<file path="src/rtl/mem_port_arbiter.sv">
// Arbitrates the fetch and load/store ports onto one single-ported, fixed-latency word memory.
// Build option: define MEM_ARB_RR_EN for round-robin arbitration instead of data-over-fetch priority.
module mem_port_arbiter #(
   parameter int unsigned ADDR_W  = 32,
   parameter int unsigned LATENCY = 1
) (
   input  logic              clk,
   input  logic              rst_n,
   // fetch port
   input  logic              if_req,
   input  logic [ADDR_W-1:0] if_addr,
   output logic              if_ready,
   output logic              if_rvalid,
   output logic [31:0]       if_rdata,
   // load/store port
   input  logic              d_req,
   input  logic              d_we,
   input  logic [ADDR_W-1:0] d_addr,
   input  logic [1:0]        d_size,
   input  logic              d_unsigned,
   input  logic [31:0]       d_wdata,
   output logic              d_ready,
   output logic              d_rvalid,
   output logic [31:0]       d_rdata,
   output logic              d_err,
   // memory port
   output logic              mem_en,
   output logic              mem_we,
   output logic [ADDR_W-3:0] mem_addr,
   output logic [3:0]        mem_be,
   output logic [31:0]       mem_wdata,
   input  logic [31:0]       mem_rdata
);

   localparam int unsigned CNT_W = (LATENCY > 1) ? $clog2(LATENCY) : 1;

   localparam logic [1:0] SZ_BYTE = 2'd0;
   localparam logic [1:0] SZ_HALF = 2'd1;
   localparam logic [1:0] SZ_WORD = 2'd2;

   typedef enum logic [1:0] {
      IDLE  = 2'd0,
      ISSUE = 2'd1,
      WAIT  = 2'd2,
      RESP  = 2'd3
   } state_t;

   state_t           state;
   state_t           state_nxt;
   logic             grant_d;
   logic             grant_if;
   logic             accept;
   logic             acc_misaligned;
   logic             d_misaligned;
   logic             if_misaligned;
   logic             prefer_d;
   logic [3:0]       d_be;
   logic [31:0]      d_wlane;
   logic [CNT_W-1:0] cnt;

   // context of the accepted transaction, frozen at acceptance
   logic             txn_data;
   logic             txn_we;
   logic             txn_unsigned;
   logic [1:0]       txn_size;
   logic [1:0]       txn_off;

   // byte/half lane select plus sign or zero extension of a returned word
   function automatic logic [31:0] load_extract(input logic [31:0] w,
                                                input logic [1:0]  size,
                                                input logic [1:0]  off,
                                                input logic        uns);
      logic [7:0]  b;
      logic [15:0] h;
      logic [31:0] r;
      b = w[7:0];
      h = off[1] ? w[31:16] : w[15:0];
      r = w;
      case (off)
         2'd0:    b = w[7:0];
         2'd1:    b = w[15:8];
         2'd2:    b = w[23:16];
         default: b = w[31:24];
      endcase
      case (size)
         SZ_BYTE: r = uns ? {24'd0, b} : {{24{b[7]}}, b};
         SZ_HALF: r = uns ? {16'd0, h} : {{16{h[15]}}, h};
         default: r = w;
      endcase
      return r;
   endfunction

   always_comb begin
      d_misaligned = 1'b1;
      case (d_size)
         SZ_BYTE: d_misaligned = 1'b0;
         SZ_HALF: d_misaligned = d_addr[0];
         SZ_WORD: d_misaligned = |d_addr[1:0];
         default: d_misaligned = 1'b1;
      endcase
   end

   assign if_misaligned = |if_addr[1:0];

   // store lane enables and lane replication of right-aligned store data
   always_comb begin
      d_be    = 4'b1111;
      d_wlane = d_wdata;
      case (d_size)
         SZ_BYTE: begin
            d_be    = 4'b0001 << d_addr[1:0];
            d_wlane = {4{d_wdata[7:0]}};
         end
         SZ_HALF: begin
            d_be    = d_addr[1] ? 4'b1100 : 4'b0011;
            d_wlane = {2{d_wdata[15:0]}};
         end
         default: ;
      endcase
   end

`ifdef MEM_ARB_RR_EN
   logic data_first;

   // the port not granted most recently wins a tie; reset favours data
   always_ff @(posedge clk or negedge rst_n) begin
      if (!rst_n) begin
         data_first <= 1'b1;
      end else if (accept) begin
         data_first <= grant_if;
      end
   end

   assign prefer_d = data_first;
`else
   assign prefer_d = 1'b1;
`endif

   always_ff @(posedge clk or negedge rst_n) begin
      if (!rst_n) begin
         state <= IDLE;
      end else begin
         state <= state_nxt;
      end
   end

   always_comb begin
      state_nxt = state;
      case (state)
         IDLE, RESP: begin
            if (accept) begin
               state_nxt = acc_misaligned ? RESP : ISSUE;
            end else begin
               state_nxt = IDLE;
            end
         end
         ISSUE:   state_nxt = WAIT;
         WAIT:    if (cnt == '0) state_nxt = RESP;
         default: state_nxt = IDLE;
      endcase
   end

   // grants are only offered while no transaction is in flight
   always_comb begin
      grant_d  = 1'b0;
      grant_if = 1'b0;
      if (state == IDLE || state == RESP) begin
         if (d_req && (prefer_d || !if_req)) begin
            grant_d = 1'b1;
         end else if (if_req) begin
            grant_if = 1'b1;
         end
      end
      d_ready  = grant_d;
      if_ready = grant_if;
   end

   assign accept         = grant_d | grant_if;
   assign acc_misaligned = grant_d ? d_misaligned : if_misaligned;

   always_ff @(posedge clk or negedge rst_n) begin
      if (!rst_n) begin
         mem_en       <= 1'b0;
         mem_we       <= 1'b0;
         mem_addr     <= '0;
         mem_be       <= '0;
         mem_wdata    <= '0;
         if_rvalid    <= 1'b0;
         if_rdata     <= '0;
         d_rvalid     <= 1'b0;
         d_rdata      <= '0;
         d_err        <= 1'b0;
         cnt          <= '0;
         txn_data     <= 1'b0;
         txn_we       <= 1'b0;
         txn_unsigned <= 1'b0;
         txn_size     <= '0;
         txn_off      <= '0;
      end else begin
         mem_en    <= 1'b0;
         mem_we    <= 1'b0;
         if_rvalid <= 1'b0;
         d_rvalid  <= 1'b0;
         d_err     <= 1'b0;

         if (accept) begin
            txn_data     <= grant_d;
            txn_we       <= grant_d & d_we;
            txn_unsigned <= grant_d & d_unsigned;
            txn_size     <= grant_d ? d_size : SZ_WORD;
            txn_off      <= grant_d ? d_addr[1:0] : 2'b00;
            if (acc_misaligned) begin
               // rejected accesses answer next cycle and never touch memory
               if (grant_d) begin
                  d_rvalid <= 1'b1;
                  d_err    <= 1'b1;
                  d_rdata  <= '0;
               end else begin
                  if_rvalid <= 1'b1;
                  if_rdata  <= '0;
               end
            end else begin
               mem_en   <= 1'b1;
               mem_we   <= grant_d & d_we;
               mem_addr <= grant_d ? d_addr[ADDR_W-1:2] : if_addr[ADDR_W-1:2];
               mem_be   <= grant_d ? d_be : 4'b1111;
               if (grant_d && d_we) begin
                  mem_wdata <= d_wlane;
               end
            end
         end

         if (state == ISSUE) begin
            cnt <= CNT_W'(LATENCY - 1);
         end else if (state == WAIT && cnt != '0) begin
            cnt <= cnt - CNT_W'(1);
         end

         if (state == WAIT && cnt == '0) begin
            if (txn_data) begin
               d_rvalid <= 1'b1;
               d_rdata  <= txn_we ? 32'd0
                                  : load_extract(mem_rdata, txn_size, txn_off, txn_unsigned);
            end else begin
               if_rvalid <= 1'b1;
               if_rdata  <= mem_rdata;
            end
         end
      end
   end

endmodule

</file>
<file path="config.mk">
export PLATFORM = sky130hd
export DESIGN_NAME = mem_port_arbiter
export DESIGN_NICKNAME = d
export VERILOG_FILES = /design/src/rtl/mem_port_arbiter.sv
export SDC_FILE = /design/constraint.sdc
export NUM_CORES = 1
export LEC_CHECK = 0
export BUFFER_PORTS_ARGS = -buffer_cell sky130_fd_sc_hd__buf_2
export CORE_UTILIZATION = 52
export CTS_CLUSTER_SIZE = 40
export DETAILED_ROUTE_END_ITERATION = 8
export GPL_ROUTABILITY_DRIVEN = 0
export GPL_TIMING_DRIVEN = 0
export PLACE_DENSITY_LB_ADDON = 0.15
export SETUP_SLACK_MARGIN = 0.1
export SYNTH_ARGS = -nofsm -noshare
export SYNTH_HDL_FRONTEND = slang
export SYNTH_SLANG_ARGS = --single-unit
</file>
<file path="constraint.sdc">
create_clock -name clk -period 5.8 [get_ports clk]
set_clock_uncertainty 0.1 [all_clocks]
set_input_delay 0.87 -clock clk [delete_from_list [all_inputs] [get_ports clk]]
set_output_delay 0.87 -clock clk [all_outputs]
set_load 0.005 [all_outputs]
</file>
## After elaboration in Yosys (flattened, before gate mapping)

Index checks and enable logic that the tools add are counted.

| operators by class | value |
|---|---|
| mux-type cells | 50 |
| equal/unequal tests | 9 |
| shifts and indexed selects | 1 |
| $add $sub $neg | 1 |
| reductions and logical operators | 14 |
| bitwise operators | 5 |

Operators by type and width:

| kind | count |
|---|---|
| $mux W32 | 13 |
| $pmux W32 S2 | 2 |
| $mux W30 | 1 |
| $pmux W8 S3 | 1 |
| $mux W1 | 22 |
| $mux W16 | 1 |
| $mux W2 | 5 |
| $eq A2 B1 Y1 const B | 4 |
| $eq A2 B2 Y1 const B | 4 |
| $logic_not A2 Y1 | 4 |
| $mux W4 | 2 |
| $pmux W4 S2 | 1 |
| $pmux W2 S3 | 1 |
| $reduce_or A2 Y1 | 3 |
| $shl A1 B2 Y4 const A | 1 |
| $logic_and A1 B1 Y1 | 3 |
| $pmux W1 S3 | 1 |
| $reduce_and A3 Y1 | 1 |
| $and A1 B1 Y1 | 2 |
| $ne A2 B2 Y1 const B | 1 |
| $not A1 Y1 | 2 |
| $reduce_and A2 Y1 | 1 |
| $reduce_bool A2 Y1 | 1 |
| $logic_or A1 B1 Y1 | 1 |
| 2 further kinds | 2 |

| storage, ports and cells | value |
|---|---|
| word-level logic and storage cells | 97 |
| input port bits | 136 |
| bits in registers | 145 |
| output and inout port bits | 137 |

## Depth between registers and ports, before layout

| depth | value |
|---|---|
| depth in word-level cells | 8 |
| depth in mapped cells | 9 |
| depth with buffers taken out | 8 |

## Least setup slack after synthesis

Ideal clock, no wire load.

| path | value |
|---|---|
| kind | in2reg |
| start | in d_size[0] |
| end | reg mem_addr[0] |
| setup time | 125 ps |
| path slack | 3366 ps |
| stages | 6 |
| required time | 5575 ps |
| path buffers | 2 |
| arrival | 2210 ps |
| cell sequence | buf_2 nor3_1 o21ai_0 a21boi_2 buf_2 mux2_2 |

| on the way | value |
|---|---|
| word-level cells in the longest chain between the ends | 5 |
| elaborated cells between the ends (all ways) | 7 |
| those cells by class | 2 x eq/ne; 2 x mux; 1 x bitwise; 2 x reduce/logical |

Ends and longest elaborated chain:

| element | RTL line | RTL |
|---|---|---|
| start, declared | 19 | `input logic [1:0] d_size,` |
| $eq A2 B2 Y1, or another cell as far along | 95 | `case (d_size)` |
| $pmux W1 S3 * | 95 |  |
| $mux W1 * | 179 | `assign acc_misaligned = grant_d ? d_misaligned : if_misaligned;` |
| $not A1 Y1 (no source line) * | -- |  |
| $reduce_and A2 Y1 (no source line) * | -- |  |
| end signal, assigned | 225 | `mem_addr <= grant_d ? d_addr[ADDR_W-1:2] : if_addr[ADDR_W-1:2];` |
| end, declared | 29 | `output logic [ADDR_W-3:0] mem_addr,` |

Mark *: on every way between the ends. The rest lies on a longest branch, timed or not.
A chain may end at the register's enable or synchronous reset.

## Worst setup path in the final report

| path | value |
|---|---|
| start | reg state[0] |
| end | reg if_rdata[24] |

| on the way | value |
|---|---|
| word-level cells in the longest chain between the ends | 8 |
| elaborated cells between the ends (all ways) | 14 |
| those cells by class | 2 x eq/ne; 8 x mux; 1 x bitwise; 3 x reduce/logical |

Ends and longest elaborated chain:

| element | RTL line | RTL |
|---|---|---|
| start, declared | 48 | `state_t state;` |
| start signal, assigned | 143 | `state <= state_nxt;` |
| $eq A2 B2 Y1 / $logic_not A2 Y1 (equally long branches) | 167 | `if (state == IDLE \|\| state == RESP) begin` |
| $logic_or A1 B1 Y1 | 167 |  |
| $mux W1 | 167 |  |
| $mux W32 / $mux W1 (equally long branches) | 214, 179 |  |
| $mux W32 | 212 | `if (acc_misaligned) begin` |
| $mux W32 | 206 | `if (accept) begin` |
| $mux W32 | 240 | `if (txn_data) begin` |
| $mux W32 * | 239 | `if (state == WAIT && cnt == '0) begin` |
| end signal, assigned | 246 | `if_rdata <= mem_rdata;` |
| end, declared | 14 | `output logic [31:0] if_rdata,` |

Marked as above.

==> results by group <==
Worst setup path
  – CP max stage cell: nor3b_1
  – Worst endpoint required time: 6.00 ns
  – Crit path arrival time: 3.05 ns
  – CP cell instances: inv_1 > ha_1 > nor3b_1 > o21ba_2 > clkbuf_1 > clkbuf_1 > a22o_1
  – Max Fanout on Critical Path: 10
  – Critical path class: flip-flop to flip-flop
  – Crit path largest cell delay: 0.90 ns
  – Crit. End Element: flip-flop
  – Top cell by count, worst path: clkbuf_1
  – Crit start category: flip-flop

Die
  – CORE AREA: 12700 um^2
  – Initial core utilization: 53.8%
  – I/O pin cnt: 273
  – # rows: 41
  – Die Y: 116 um
  – Die span in x: 116 um
  – Die area: 13600 um^2

Cells and area
  – N_diodes: 0
  – Sequential Area: 3630 um^2
  – Layout cells sized above 1: 48.4%
  – Fillers: 991
  – Area of the multi-input gates: 2940 um^2
  – Fin area: 9010 um^2
  – Final Util: 71.1%
  – Final net count: 982
  – Synthesis-to-layout area growth: 32.3%
  – Final non-filler cell total: 1029

Logic synthesis
  – Synth Register Bits: 145
  – Top cells by area, synth: dfrtp_1 53%, mux2_2 13%, mux2i_1 4.6%
  – Mapped Nets: 692
  – Most used DFF post-synth: dfrtp_1
  – Syn Std Cell Area: 6810 um^2
  – Synth top area share: 53.3%
  – Share of flip-flops with an asynchronous set or reset: 100%
  – Post-synthesis sequential area ratio: 53.3%
  – Top post-synthesis cells by count: 145 x dfrtp_1, 78 x mux2_2, 56 x o21ai_0
  – Syn_area_per_cell: 12.3 um^2
  – Post-synth EDFFs: 0
  – Ys Warns: 0
  – Most common cell in the netlist: dfrtp_1
  – Syn Inst Count: 554
  – Synth unique cells: 46
  – Yosys top cell by area: dfrtp_1

STA
  – Final setup viols: 0
  – Final slew viol count: 0
  – Max_slew headroom: 26.9%
  – Share of the clock period used by the worst path: 49.1%
  – Post-route setup TNS: 0 ns
  – F_max: 0.351 GHz
  – Fin worst setup slack: 2.95 ns
  – RSZ-0062 raised after global routing: no
  – Worst slew pin tran: 1.09 ns
  – Tmin final: 2.85 ns
  – Endpoints failing hold: 0

Power and ir drop
  – Peak supply drop: 0.000226 V
  – P_leak: 4.51 nW
  – Cell Pwr Density: 523 nW/um^2

Global route
  – Initial antenna violation count: 0
  – Met3 Use GR: 6.95%
  – Met1 usage: 35.9%
  – First-pass GRT wire length: 28.9 mm
  – Met2 global-route usage: 46.9%
  – Most used routing layer: met2
  – GRT Util Overall: 28.3%
  – Largest net degree at the start of global routing: 79
  – Vias in the first global route: 5637
  – Global route overflow: 0

Routing
  – First-pass iteration count of the detailed router: 5
  – Vias per cell: 5.58
  – Vias: 5744
  – Remaining DRCs: 0
  – Initial drt markers: 470
  – Avg WL per Cell: 18.4 um
  – DRT Wirelength: 18.9 mm
  – Detail Route Antenna Nets: 0

Placed design
  – IO buf count: 270
  – Dpl hpwl: 14.1 mm
  – Placed cell areas: 8410 um^2
  – Cell total after placement: 997
  – Pre-CTS setup slack: 2.96 ns

CTS
  – Worst skew pair latency: 0.42 ns
  – Postcts setup bufs: 0
  – CTS max path bufs: 2
  – Num CTS Buffers: 17
  – Hold-fix buffers, CTS: 0
  – CTS tree: built
  – Htree depth: 4
  – CTS root buffer: clkbuf_16
  – TritonCTS Sinks: 145
  – Clk pin slew, worst setup/hold paths: 0.06 ns
  – PostCTS Resize Cnt: 0

Min path
  – HP Class: input pin to asynchronous set/reset pin

Run
  – Max-capacitance violation count: 0

Run status
  – Outcome: completed
[cells by family (layout without fill, tap and decap cells)]
logic type      Yosys count  after routing  share of synthesized area, %
flops                   145            145                          53.3
buf+inv                  53            356                          3.56
compound gates          157            157                          17.2
mux                     117            117                          19.2
fa+ha+maj                 2              2                         0.367
simple gates             80             80                          6.34
[power by group]
part | switching [mW] | internal, mW
Combinational | 0.962 | 0.942
Sequential | 0.241 | 1.46
Clock | 0.409 | 0.697
Total | 1.61 | 3.10
[cells in the final DEF, fill, tap and decap left out, types with 4 or more instances in the layout]
| cell | count |
|---|---|
| a21oi_1 | 12 |
| a221o_1 | 16 |
| a22o_1 | 32 |
| a32o_1 | 9 |
| buf_1 | 4 |
| buf_2 | 279 |
| clkbuf_1 | 24 |
| clkbuf_16 | 17 |
| clkinv_2 | 6 |
| dfrtp_1 | 145 |
| inv_1 | 10 |
| mux2_2 | 78 |
| mux2_4 | 8 |
| mux2i_1 | 31 |
| nand2_1 | 24 |
| nand2b_1 | 17 |
| nor2_1 | 10 |
| nor2b_1 | 12 |
| nor3b_1 | 7 |
| o21ai_0 | 56 |
| o22a_1 | 4 |
| o2bb2ai_1 | 7 |
| o31ai_1 | 7 |
[cell type report]
| cell class | instances | area share [%] |
|---|---|---|
| multi-input cells | 356 | 32.6 |
| well taps | 172 | 2.39 |
| inverters | 12 | 0.542 |
| clock buffers | 22 | 5.15 |
| repair buffers | 271 | 15.4 |
| plain buffers | 41 | 2.15 |
| clock inverters | 10 | 1.47 |
| flip-flops and latches | 145 | 40.3 |
[routing by layer]
metal / part of all wire [%] / up-vias
met5: 0 / -
met4: 2.0 / 0
met3: 7.3 / 27
met2: 50 / 254
met1: 41 / 2835
li1: - / 2628
[final timing paths]
| kind | start | endpoint | slack, ns | cells past startpoint |
|---|---|---|---|---|
| setup / recovery | state[0] | if_rdata[24] | 2.95 | 7 |
| hold / removal | rst_n | d_rvalid | 0.33 | 1 |
| setup reg to reg | state[0] | if_rdata[24] | 2.95 | 7 |
| hold reg to reg | d_rdata[5] | d_rdata[5] | 0.39 | 1 |
| max in group asynchronous | rst_n | mem_addr[14] | 4.49 | 2 |
| min in group clk | d_rdata[5] | d_rdata[5] | 0.39 | 1 |
[flip-flops by register name (all words and copies together), names as in the netlist, 2 cells and up]
signal     flops
txn_off        2
txn_size       2
mem_addr      30
state          2
d_rdata       32
if_rdata      32
mem_be         4
mem_wdata     32
[critical path, delay by kind of cell (launching register included)]
| family | cells | cell delay (ns) |
|---|---|---|
| fa+ha+maj | 1 | 0.22 |
| buf+inv | 3 | 0.58 |
| flops | 1 | 0.40 |
| compound gates | 2 | 0.53 |
| simple gates | 1 | 0.90 |
[metrics by stage]
stage          hold WS, ns  power [mW]
2_1_floorplan        0.379        2.80
3_3_place_gp         0.371        3.52
3_5_place_dp         0.373        3.60
4_1_cts              0.353        4.73
5_1_grt              0.388        5.00
6_report             0.328        4.71
No activity file was read; power rests on OpenSTA's default activity.
